### config.mk
export PLATFORM = sky130hd
export DESIGN_NAME = eth_axi_rsp_mem
export DESIGN_NICKNAME = d
export VERILOG_FILES = /design/src/rtl/eth_axi_rsp_mem.sv
export SDC_FILE = /design/constraint.sdc
export NUM_CORES = 1
export LEC_CHECK = 0
export ABC_AREA = 0
export BUFFER_PORTS_ARGS = -buffer_cell sky130_fd_sc_hd__clkbuf_2
export CAP_MARGIN = 10
export CORE_MARGIN = 1.5
export CORE_UTILIZATION = 35
export CTS_CLUSTER_DIAMETER = 60
export DETAILED_ROUTE_END_ITERATION = 8
export HOLD_SLACK_MARGIN = 0.06
export PLACE_DENSITY = 0.49
export REMOVE_ABC_BUFFERS = 1
export SLEW_MARGIN = 25
export SYNTH_ARGS = -nofsm -noshare
export SYNTH_HDL_FRONTEND = slang
export SYNTH_SLANG_ARGS = --single-unit
### constraint.sdc
create_clock -name clk_i -period 1.7 [get_ports clk_i]
set_input_delay 0.17 -clock clk_i [delete_from_list [all_inputs] [get_ports clk_i]]
set_output_delay 0.17 -clock clk_i [all_outputs]
set_load 0.1 [all_outputs]
### src/rtl/eth_axi_rsp_mem.sv
// eth_axi_rsp_mem: single-port AXI4 memory subordinate for the Ethernet DMA, one transaction at a time.
// Define ETH_AXI_RSP_WRAP_EN to support WRAP bursts; axi_req_t/axi_rsp_t must match the AXI4+ATOP layout below.
module eth_axi_rsp_mem #(
    parameter int unsigned AddrWidth  = 48,
    parameter int unsigned DataWidth  = 64,
    parameter int unsigned AxiIdWidth = 6,
    parameter int unsigned UserWidth  = 10,
    parameter int unsigned NumWords   = 1024,
    parameter type axi_req_t = logic,
    parameter type axi_rsp_t = logic
) (
    input  logic     clk_i,
    input  logic     rst_i,
    input  axi_req_t axi_req_i,
    output axi_rsp_t axi_rsp_o,
    output logic     busy_o
);
    localparam int unsigned StrbWidth = DataWidth / 8;
    localparam int unsigned OffW = $clog2(StrbWidth);
    localparam int unsigned IdxW = $clog2(NumWords);
    typedef logic [AxiIdWidth-1:0] id_t;
    typedef logic [AddrWidth-1:0] addr_t;
    typedef logic [DataWidth-1:0] data_t;
    typedef logic [UserWidth-1:0] user_t;
    typedef struct packed {
        id_t id; addr_t addr; logic [7:0] len; logic [2:0] size; logic [1:0] burst; logic lock;
        logic [3:0] cache; logic [2:0] prot; logic [3:0] qos; logic [3:0] region; logic [5:0] atop; user_t user;
    } aw_chan_t;
    typedef struct packed {data_t data; logic [StrbWidth-1:0] strb; logic last; user_t user;} w_chan_t;
    typedef struct packed {id_t id; logic [1:0] resp; user_t user;} b_chan_t;
    typedef struct packed {
        id_t id; addr_t addr; logic [7:0] len; logic [2:0] size; logic [1:0] burst; logic lock;
        logic [3:0] cache; logic [2:0] prot; logic [3:0] qos; logic [3:0] region; user_t user;
    } ar_chan_t;
    typedef struct packed {id_t id; data_t data; logic [1:0] resp; logic last; user_t user;} r_chan_t;
    typedef struct packed {
        aw_chan_t aw; logic aw_valid; w_chan_t w; logic w_valid; logic b_ready;
        ar_chan_t ar; logic ar_valid; logic r_ready;
    } req_t;
    typedef struct packed {
        logic aw_ready; logic ar_ready; logic w_ready; logic b_valid; b_chan_t b; logic r_valid; r_chan_t r;
    } rsp_t;
    typedef enum logic [1:0] {IDLE, WRITE, WRITE_RESP, READ} state_t;

    state_t state, state_d;
    req_t req;
    rsp_t rsp;
    logic prio, err, dec;
    id_t id;
    addr_t addr, step, addr_nxt;
    logic [7:0] len, beat;
    logic [2:0] size;
    logic [1:0] burst;
    user_t user;
    data_t mem [NumWords];
    logic [IdxW-1:0] idx;
    logic illegal, in_range, last_beat, grant_aw, grant_ar, w_hs, r_hs, wrap_ok, unused_ok;

    assign req = req_t'(axi_req_i);
    assign axi_rsp_o = axi_rsp_t'(rsp);
    assign unused_ok = ^req;
    assign busy_o = !rst_i && state != IDLE;
    assign step = AddrWidth'(1) << size;
    assign idx = addr[OffW +: IdxW];
    assign in_range = (addr >> OffW) < AddrWidth'(NumWords);
    assign last_beat = beat == len;
`ifdef ETH_AXI_RSP_WRAP_EN
    addr_t wrap_mask;
    assign wrap_mask = ((AddrWidth'(len) + AddrWidth'(1)) << size) - AddrWidth'(1);
    assign wrap_ok = (len == 8'd1 || len == 8'd3 || len == 8'd7 || len == 8'd15) &&
                     ((addr & (step - AddrWidth'(1))) == '0);
    assign addr_nxt = burst == 2'b00 ? addr : burst == 2'b01 ? addr + step :
                      (addr & ~wrap_mask) | ((addr + step) & wrap_mask);
`else
    assign wrap_ok = 1'b0;
    assign addr_nxt = burst == 2'b00 ? addr : addr + step;
`endif
    assign illegal = size > 3'(OffW) || burst == 2'b11 || (burst == 2'b10 && !wrap_ok);
    // Only one address channel can win per cycle; the memory has a single port.
    assign grant_aw = !rst_i && state == IDLE && req.aw_valid && (!req.ar_valid || !prio);
    assign grant_ar = !rst_i && state == IDLE && req.ar_valid && !grant_aw;
    assign w_hs = state == WRITE && req.w_valid;
    assign r_hs = state == READ && req.r_ready;

    always_comb begin
        rsp = '0;
        rsp.aw_ready = grant_aw;
        rsp.ar_ready = grant_ar;
        rsp.w_ready = !rst_i && state == WRITE;
        rsp.b_valid = !rst_i && state == WRITE_RESP;
        rsp.b.id = id;
        rsp.b.user = user;
        rsp.b.resp = dec ? 2'b11 : (illegal || err) ? 2'b10 : 2'b00;
        rsp.r_valid = !rst_i && state == READ;
        rsp.r.id = id;
        rsp.r.user = user;
        rsp.r.data = (in_range && !illegal) ? mem[idx] : '0;
        rsp.r.resp = !in_range ? 2'b11 : illegal ? 2'b10 : 2'b00;
        rsp.r.last = last_beat;
    end

    always_comb begin
        state_d = state;
        case (state)
            IDLE:       state_d = grant_aw ? WRITE : grant_ar ? READ : IDLE;
            WRITE:      state_d = (w_hs && last_beat) ? WRITE_RESP : WRITE;
            WRITE_RESP: state_d = req.b_ready ? IDLE : WRITE_RESP;
            READ:       state_d = (r_hs && last_beat) ? IDLE : READ;
            default:    state_d = IDLE;
        endcase
    end

    always_ff @(posedge clk_i) begin
        if (rst_i) begin
            state <= IDLE;
            prio <= 1'b0;
            err <= 1'b0;
            dec <= 1'b0;
            id <= '0;
            addr <= '0;
            len <= '0;
            beat <= '0;
            size <= '0;
            burst <= '0;
            user <= '0;
        end else begin
            state <= state_d;
            if (grant_aw || grant_ar) begin
                prio <= grant_aw;
                id <= grant_aw ? req.aw.id : req.ar.id;
                addr <= grant_aw ? req.aw.addr : req.ar.addr;
                len <= grant_aw ? req.aw.len : req.ar.len;
                size <= grant_aw ? req.aw.size : req.ar.size;
                burst <= grant_aw ? req.aw.burst : req.ar.burst;
                user <= grant_aw ? req.aw.user : req.ar.user;
                beat <= '0;
                err <= 1'b0;
                dec <= 1'b0;
            end
            if (w_hs) begin
                beat <= beat + 8'd1;
                addr <= addr_nxt;
                err <= err || (req.w.last != last_beat);
                dec <= dec || !in_range;
            end
            if (r_hs) begin
                beat <= beat + 8'd1;
                addr <= addr_nxt;
            end
        end
    end

    // Array is deliberately left out of reset so aborted bursts keep their written beats.
    always_ff @(posedge clk_i) begin
        if (!rst_i && w_hs && in_range && !illegal)
            for (int b = 0; b < StrbWidth; b++)
                if (req.w.strb[b]) mem[idx][8*b +: 8] <= req.w.data[8*b +: 8];
    end
endmodule

==> run_results.csv, run 1 <==
group,metric,value,unit
run_status,outcome,"completed",
critical_path,rrSetupSlack,290,ps
sta,max_slew_margin,64.3,%
grt,antenna_found_initial,0,
floorplan,start_util,37.2,%
cells_and_area,final_common_cell,"dfxtp_1",
grt,grt_remaining_overflow,0,
grt,grtUsageMet2,20.2,%
clock_network,clock_path_buffers,2,
critical_path,path_cells,"nor2_1 > nor2_1 > clkbuf_2",
power_and_ir_drop,p_clk_share,46.1,%
cells_and_area,area_delta_synth_final,10.6,%
sta,tns,0,ps
logic_synthesis,synth_xor_area_share,3.62,%
sta,period_minus_slack,1460,ps
cells_and_area,antennaDiodeCount,0,
power_and_ir_drop,switching_share,21.4,%
clock_network,cts.clk_slew.worst_paths,70,ps
power_and_ir_drop,power,0.000466,W
power_and_ir_drop,internal-power,0.000366,W
cells_and_area,drive_gt1_share,22.4,%
grt,grt_pass1_vias,309,
clock_network,post_cts_resized,0,
critical_path,max_stage_delay,460,ps
power_and_ir_drop,leakage,0.197,nW
power_and_ir_drop,pwr-share-comb,3.7,%
grt,busiest_layer,"met2",
critical_path,critPathRequiredTime,1530,ps
sta,setup_violations,0,
logic_synthesis,ys_types,24,
worst_hold_path,hold_path_class,"in -> reg",
critical_path,crit_slowest_cell,"clkbuf_2",
logic_synthesis,ys_seq_area_share,41.3,%
power_and_ir_drop,irDropWorstVdd,398,uV
floorplan,dieHeight,40.2,um
sta,max_freq,684,MHz
power_and_ir_drop,power_frac_seq,50.3,%
critical_path,crit_arrival,1290,ps
critical_path,startpoint_type,"register",
clock_network,cts_setup_buffers,0,
logic_synthesis,synth_compound_area_share,12.7,%
sta,rsz0062_at_grt,"no",
grt,grt_max_degree,11,
job,maxCapViolations,0,
clock_network,clock_latency,260,ps
logic_synthesis,netlist_instances,53,
floorplan,design.core.area,1300,sq um
logic_synthesis,synth_seq_cells,10,
critical_path,crit_path_frequent_cell,"nor2_1",
clock_network,ctsHoldBuffers,0,
cells_and_area,nets,64,
cells_and_area,final_cell_mix,"dfxtp_1 (10), nor2_1 (5), a21oi_1 (5), nand2_1 (4)",
floorplan,ios,5,
place,gp_congestion,0.679,
route,drc,0,
clock_network,h-tree-depth,1,
clock_network,cts_tree,"done",
grt,use_met3,5.00,%
critical_path,worstSetupPathType,"reg -> out",
power_and_ir_drop,power_density,869,nW/um^2
cells_and_area,num-fill-cells,142,
critical_path,cp-end-kind,"output pin",
sta,worstMarginPinSlew,538,ps
route,wl_per_cell,11.1,um
logic_synthesis,yosys.area_share.simple,28.9,%
critical_path,cp_top_family,"buffers and inverters",
sta,finClkSkew,3.39,ps
logic_synthesis,synth.avg_cell_area,9.14,sq um
route,ant_nets,0,
logic_synthesis,synth_fa_ha_area_share,5.17,%
cells_and_area,multi_input_area,258,sq um
floorplan,dieArea,1620,sq um
floorplan,fp-row-count,13,
critical_path,critPathMaxFanout,5,
grt,use_met1,16.5,%
logic_synthesis,synthMuxAreaShare,2.07,%
logic_synthesis,ys_warn_count,0,
clock_network,cts_buffers,3,
place,port_buffers,3,
floorplan,fp.dieW,40.2,um
route,num_vias,373,
place,dp_hpwl,610,um
logic_synthesis,synth_top_family_by_area,"simple AND/OR/NAND/NOR gates",
grt,grt_pass1_wl,1380,um
sta,min_period_over_period,85.9,%
cells_and_area,seq_area,200,sq um
clock_network,clockRootBuffer,"clkbuf_4",
logic_synthesis,syn-cell-area,484,sq um
sta,hold_violations,0,
route,drtIter0Drc,6,
critical_path,path_buf_inv,1,
route,viasPerCell,5.11,
route,wl,809,um
route,drtPass1Iterations,2,
clock_network,cts.sinks,10,
power_and_ir_drop,p_sw,0.0000996,W
sta,drv_slew,0,
grt,grt_use_total,13.5,%
[per-stage QoR]
stage	std cells	instance area [sq um]	worst slack (ps)	util, %	hold slack [ps]
2_1_floorplan	51	465	-172	-	239
3_3_place_gp	69	499	323	38.4	485
3_5_place_dp	69	499	330	38.4	479
4_1_cts	73	536	209	41.2	209
5_1_grt	73	536	148	41.2	218
6_report	73	536	239	41.2	211
[kinds of logic after synthesis]
family                   after synthesis
other                                  1
multiplexers                           1
AO/OA/AOI/OAI                         11
adder cells (fa/ha/maj)                2
flip-flops                            10
buffers and inverters                  4
XOR/XNOR                               2
AND/OR/NAND/NOR                       22
[routing by layer]
metal | wire (um) | vias up
met1 | 415 | 168
met2 | 361 | 5
met4 | 0 | 0
met5 | 0 | -
met3 | 32 | 0
li1 | - | 200
[cell type report]
cell class,count,share of cell area [%]
clock buffer,4,6.78
multi-input combinational,39,48.1
sequential,10,37.4
timing repair buffer,3,2.80
inverter,2,1.40
tap,15,3.50
[final timing paths]
kind	start	to	depth (start not counted)
max	register	busy_o	3
max reg2reg	beat[0]	beat[6]	4
min reg2reg	beat[7]	beat[7]	2
min	rst_i	beat[3]	2
[synthesized netlist by cell type (all sizes together)]
library cell	number	area share, %
dfxtp	10	41
a21oi	5	5.2
nor2	5	3.9
nand2	4	3.1
nand4	3	7.0
o21ai	3	3.1
or3	3	4.7
and2	2	2.8
buf	2	3.9
ha	2	5.2
inv	2	1.6
o31ai	2	3.1
or4	2	3.1
a31oi	1	1.3
and3	1	1.6
conb	1	0.77
mux2i	1	2.1
nor3	1	1.0
nor4b	1	1.8
xnor2	1	1.8
xor2	1	1.8
[power groups by stage]
stage                     clock network (W)  logic [W]  registers, W
final                              0.000214  0.0000171      0.000234
after floorplan                           0  0.0000103      0.000240
after global placement                    0  0.0000173      0.000240
after detailed placement                  0  0.0000175      0.000240
after global routing               0.000240  0.0000182      0.000234
after CTS                          0.000224  0.0000173      0.000234
Note: power is estimated with default switching activity, not from simulation.
==> inputs of run 2 (changes only) <==
--- a/config.mk
+++ b/config.mk
@@ -6,14 +6,16 @@
 export NUM_CORES = 1
 export LEC_CHECK = 0
 export ABC_AREA = 0
-export BUFFER_PORTS_ARGS = -buffer_cell sky130_fd_sc_hd__clkbuf_2
 export CAP_MARGIN = 10
+export CELL_PAD_IN_SITES_DETAIL_PLACEMENT = 0
+export CELL_PAD_IN_SITES_GLOBAL_PLACEMENT = 1
 export CORE_MARGIN = 1.5
 export CORE_UTILIZATION = 35
 export CTS_CLUSTER_DIAMETER = 60
 export DETAILED_ROUTE_END_ITERATION = 8
+export DONT_BUFFER_PORTS = 1
 export HOLD_SLACK_MARGIN = 0.06
-export PLACE_DENSITY = 0.49
+export PLACE_DENSITY = 0.57
 export REMOVE_ABC_BUFFERS = 1
 export SLEW_MARGIN = 25
 export SYNTH_ARGS = -nofsm -noshare
==> run_results.csv, run 2 (synthesis gave the netlist of run 1 again) <==
group,metric,value,unit
cells_and_area,final_cell_mix,"dfxtp_1 (10), a21oi_1 (5), nor2_1 (4), nand2_1 (4)",
place,dp_hpwl,622,um
place,dp.cells,67,
clock_network,cts_buffers,3,
place,port_buffers,0,
power_and_ir_drop,power_density,864,nW/um^2
sta,period_minus_slack,1350,ps
cells_and_area,nets,63,
floorplan,fp-row-count,13,
cells_and_area,final_common_cell,"dfxtp_1",
sta,max_freq,738,MHz
clock_network,clock_path_buffers,2,
power_and_ir_drop,leakage,0.193,nW
place,gp_congestion,0.718,
clock_network,clockRootBuffer,"clkbuf_4",
cells_and_area,antennaDiodeCount,0,
floorplan,ios,5,
route,drtPass1Iterations,3,
worst_hold_path,hold_path_class,"in -> reg",
clock_network,cts.sinks,10,
grt,grt_max_degree,11,
sta,drv_slew,0,
sta,setup_violations,0,
grt,grt_pass1_vias,364,
grt,grt_remaining_overflow,0,
route,drc,0,
critical_path,cp-end-kind,"register",
clock_network,cts_tree,"done",
floorplan,design.core.area,1300,sq um
sta,finClkSkew,11.7,ps
route,wl,893,um
clock_network,clock_latency,270,ps
job,maxCapViolations,0,
clock_network,cts.clk_slew.worst_paths,80,ps
clock_network,post_cts_resized,0,
clock_network,h-tree-depth,1,
route,wl_per_cell,12.4,um
critical_path,reg2reg_to,"beat[6]",
sta,rsz0062_at_grt,"no",
critical_path,crit_arrival,1560,ps
sta,min_period_over_period,79.7,%
critical_path,startpoint_type,"register",
cells_and_area,num-fill-cells,142,
route,ant_nets,0,
grt,grt_pass1_wl,1590,um
route,drtIter0Drc,6,
critical_path,max_stage_delay,470,ps
floorplan,dieHeight,40.2,um
grt,grt_use_total,15.6,%
critical_path,worstSetupPathType,"reg -> reg",
sta,hold_violations,0,
critical_path,regToRegStartpoint,"beat[0]",
critical_path,critPathRequiredTime,1910,ps
floorplan,dieArea,1620,sq um
cells_and_area,fin_cells,72,
grt,antenna_found_initial,0,
route,num_vias,376,
power_and_ir_drop,irDropWorstVdd,385,uV
cells_and_area,area_delta_synth_final,11.6,%
worst_hold_path,whs_path_depth,2,
critical_path,reg2regPathDepth,4,
route,viasPerCell,5.22,
critical_path,path_cells,"ha_1 > nand2_1 > or4_1 > a21oi_1",
run_status,outcome,"completed",
critical_path,crit_slowest_cell,"or4_1",
cells_and_area,design_area,541,sq um
worst_hold_path,min_from,"rst_i",
critical_path,critPathMaxFanout,5,
cells_and_area,fin_util,41.5,%
floorplan,fp.dieW,40.2,um
cells_and_area,drive_gt1_share,21.1,%
floorplan,start_util,37.2,%
place,placed_area,494,sq um
critical_path,rrSetupSlack,350,ps
run 2: cell types whose count changed in the layout (fill, tap and decap cells not counted):
| cell | change |
|---|---|
| clkbuf_2 | -3 |
| nor2_2 | +1 |
| buf_4 | +1 |
| nor2_1 | -1 |
| dlygate4sd3_1 | +1 |
run 2: layout make-up:
type / instances / area (sq um) / area share (%)
Inverter: 2 / 7.51 / 1.39
Multi-Input combinational cell: 39 / 260 / 48.1
Timing Repair Buffer: 2 / 17.5 / 3.24
Sequential cell: 10 / 200 / 37.0
Clock buffer: 4 / 36.3 / 6.71
Tap cell: 15 / 18.8 / 3.47
run 2: layer usage:
metal | GRT usage, % | part of all wire, % | up-vias | wire length (um)
met1 | 19.6 | 47 | 171 | 421
met3 | 9.44 | 7.2 | 0 | 64
met5 | 0 | 0 | - | 0
met2 | 21.8 | 46 | 8 | 407
li1 | - | - | 197 | -
met4 | 5.00 | 0 | 0 | 0
run 2: worst max path at each step:
| stage | from | endpoint | slack (ps) | depth (start not counted) |
|---|---|---|---|---|
| 2_1_floorplan | register | busy_o | -170 | 2 |
| 3_3_place_gp | beat[0] | beat[6] | 380 | 4 |
| 3_5_place_dp | beat[1] | beat[6] | 340 | 4 |
| 4_1_cts | beat[0] | beat[6] | 330 | 4 |
| 5_1_grt | beat[0] | beat[6] | 180 | 4 |
| 6_report | beat[0] | beat[6] | 350 | 4 |
run 2: timing repair:
| action | in CTS | in global routing |
|---|---|---|
| setup buffers | 0 | 0 |
| hold buffers | 1 | 0 |
| hold endpoints to repair | 8 | 0 |
| endpoints found under the setup margin | 0 | 0 |
run 2: power by group:
group	switching, W	total, W	internal (W)
Combinational	0.0000129	0.0000150	0.00000207
Clock	0.0000881	0.000218	0.000130
Sequential	0	0.000234	0.000234
Total	0.000101	0.000467	0.000366
run 2: worst max-delay path: cells and delay by family (launching register included):
family	cells	cell delay [ps]
fa+ha+maj	1	200
compound gates	1	140
flops	1	400
simple gates	2	560
run 2: stage by stage:
stage | worst slack (ps) | hold slack (ps) | total power [W] | TNS (ps)
after detailed placement | 338 | 242 | 0.000250 | 0
after global routing | 184 | 108 | 0.000491 | 0
final | 346 | 105 | 0.000467 | 0
after CTS | 328 | 101 | 0.000475 | 0
after global placement | 380 | 241 | 0.000250 | 0
after floorplan | -172 | 239 | 0.000250 | -172
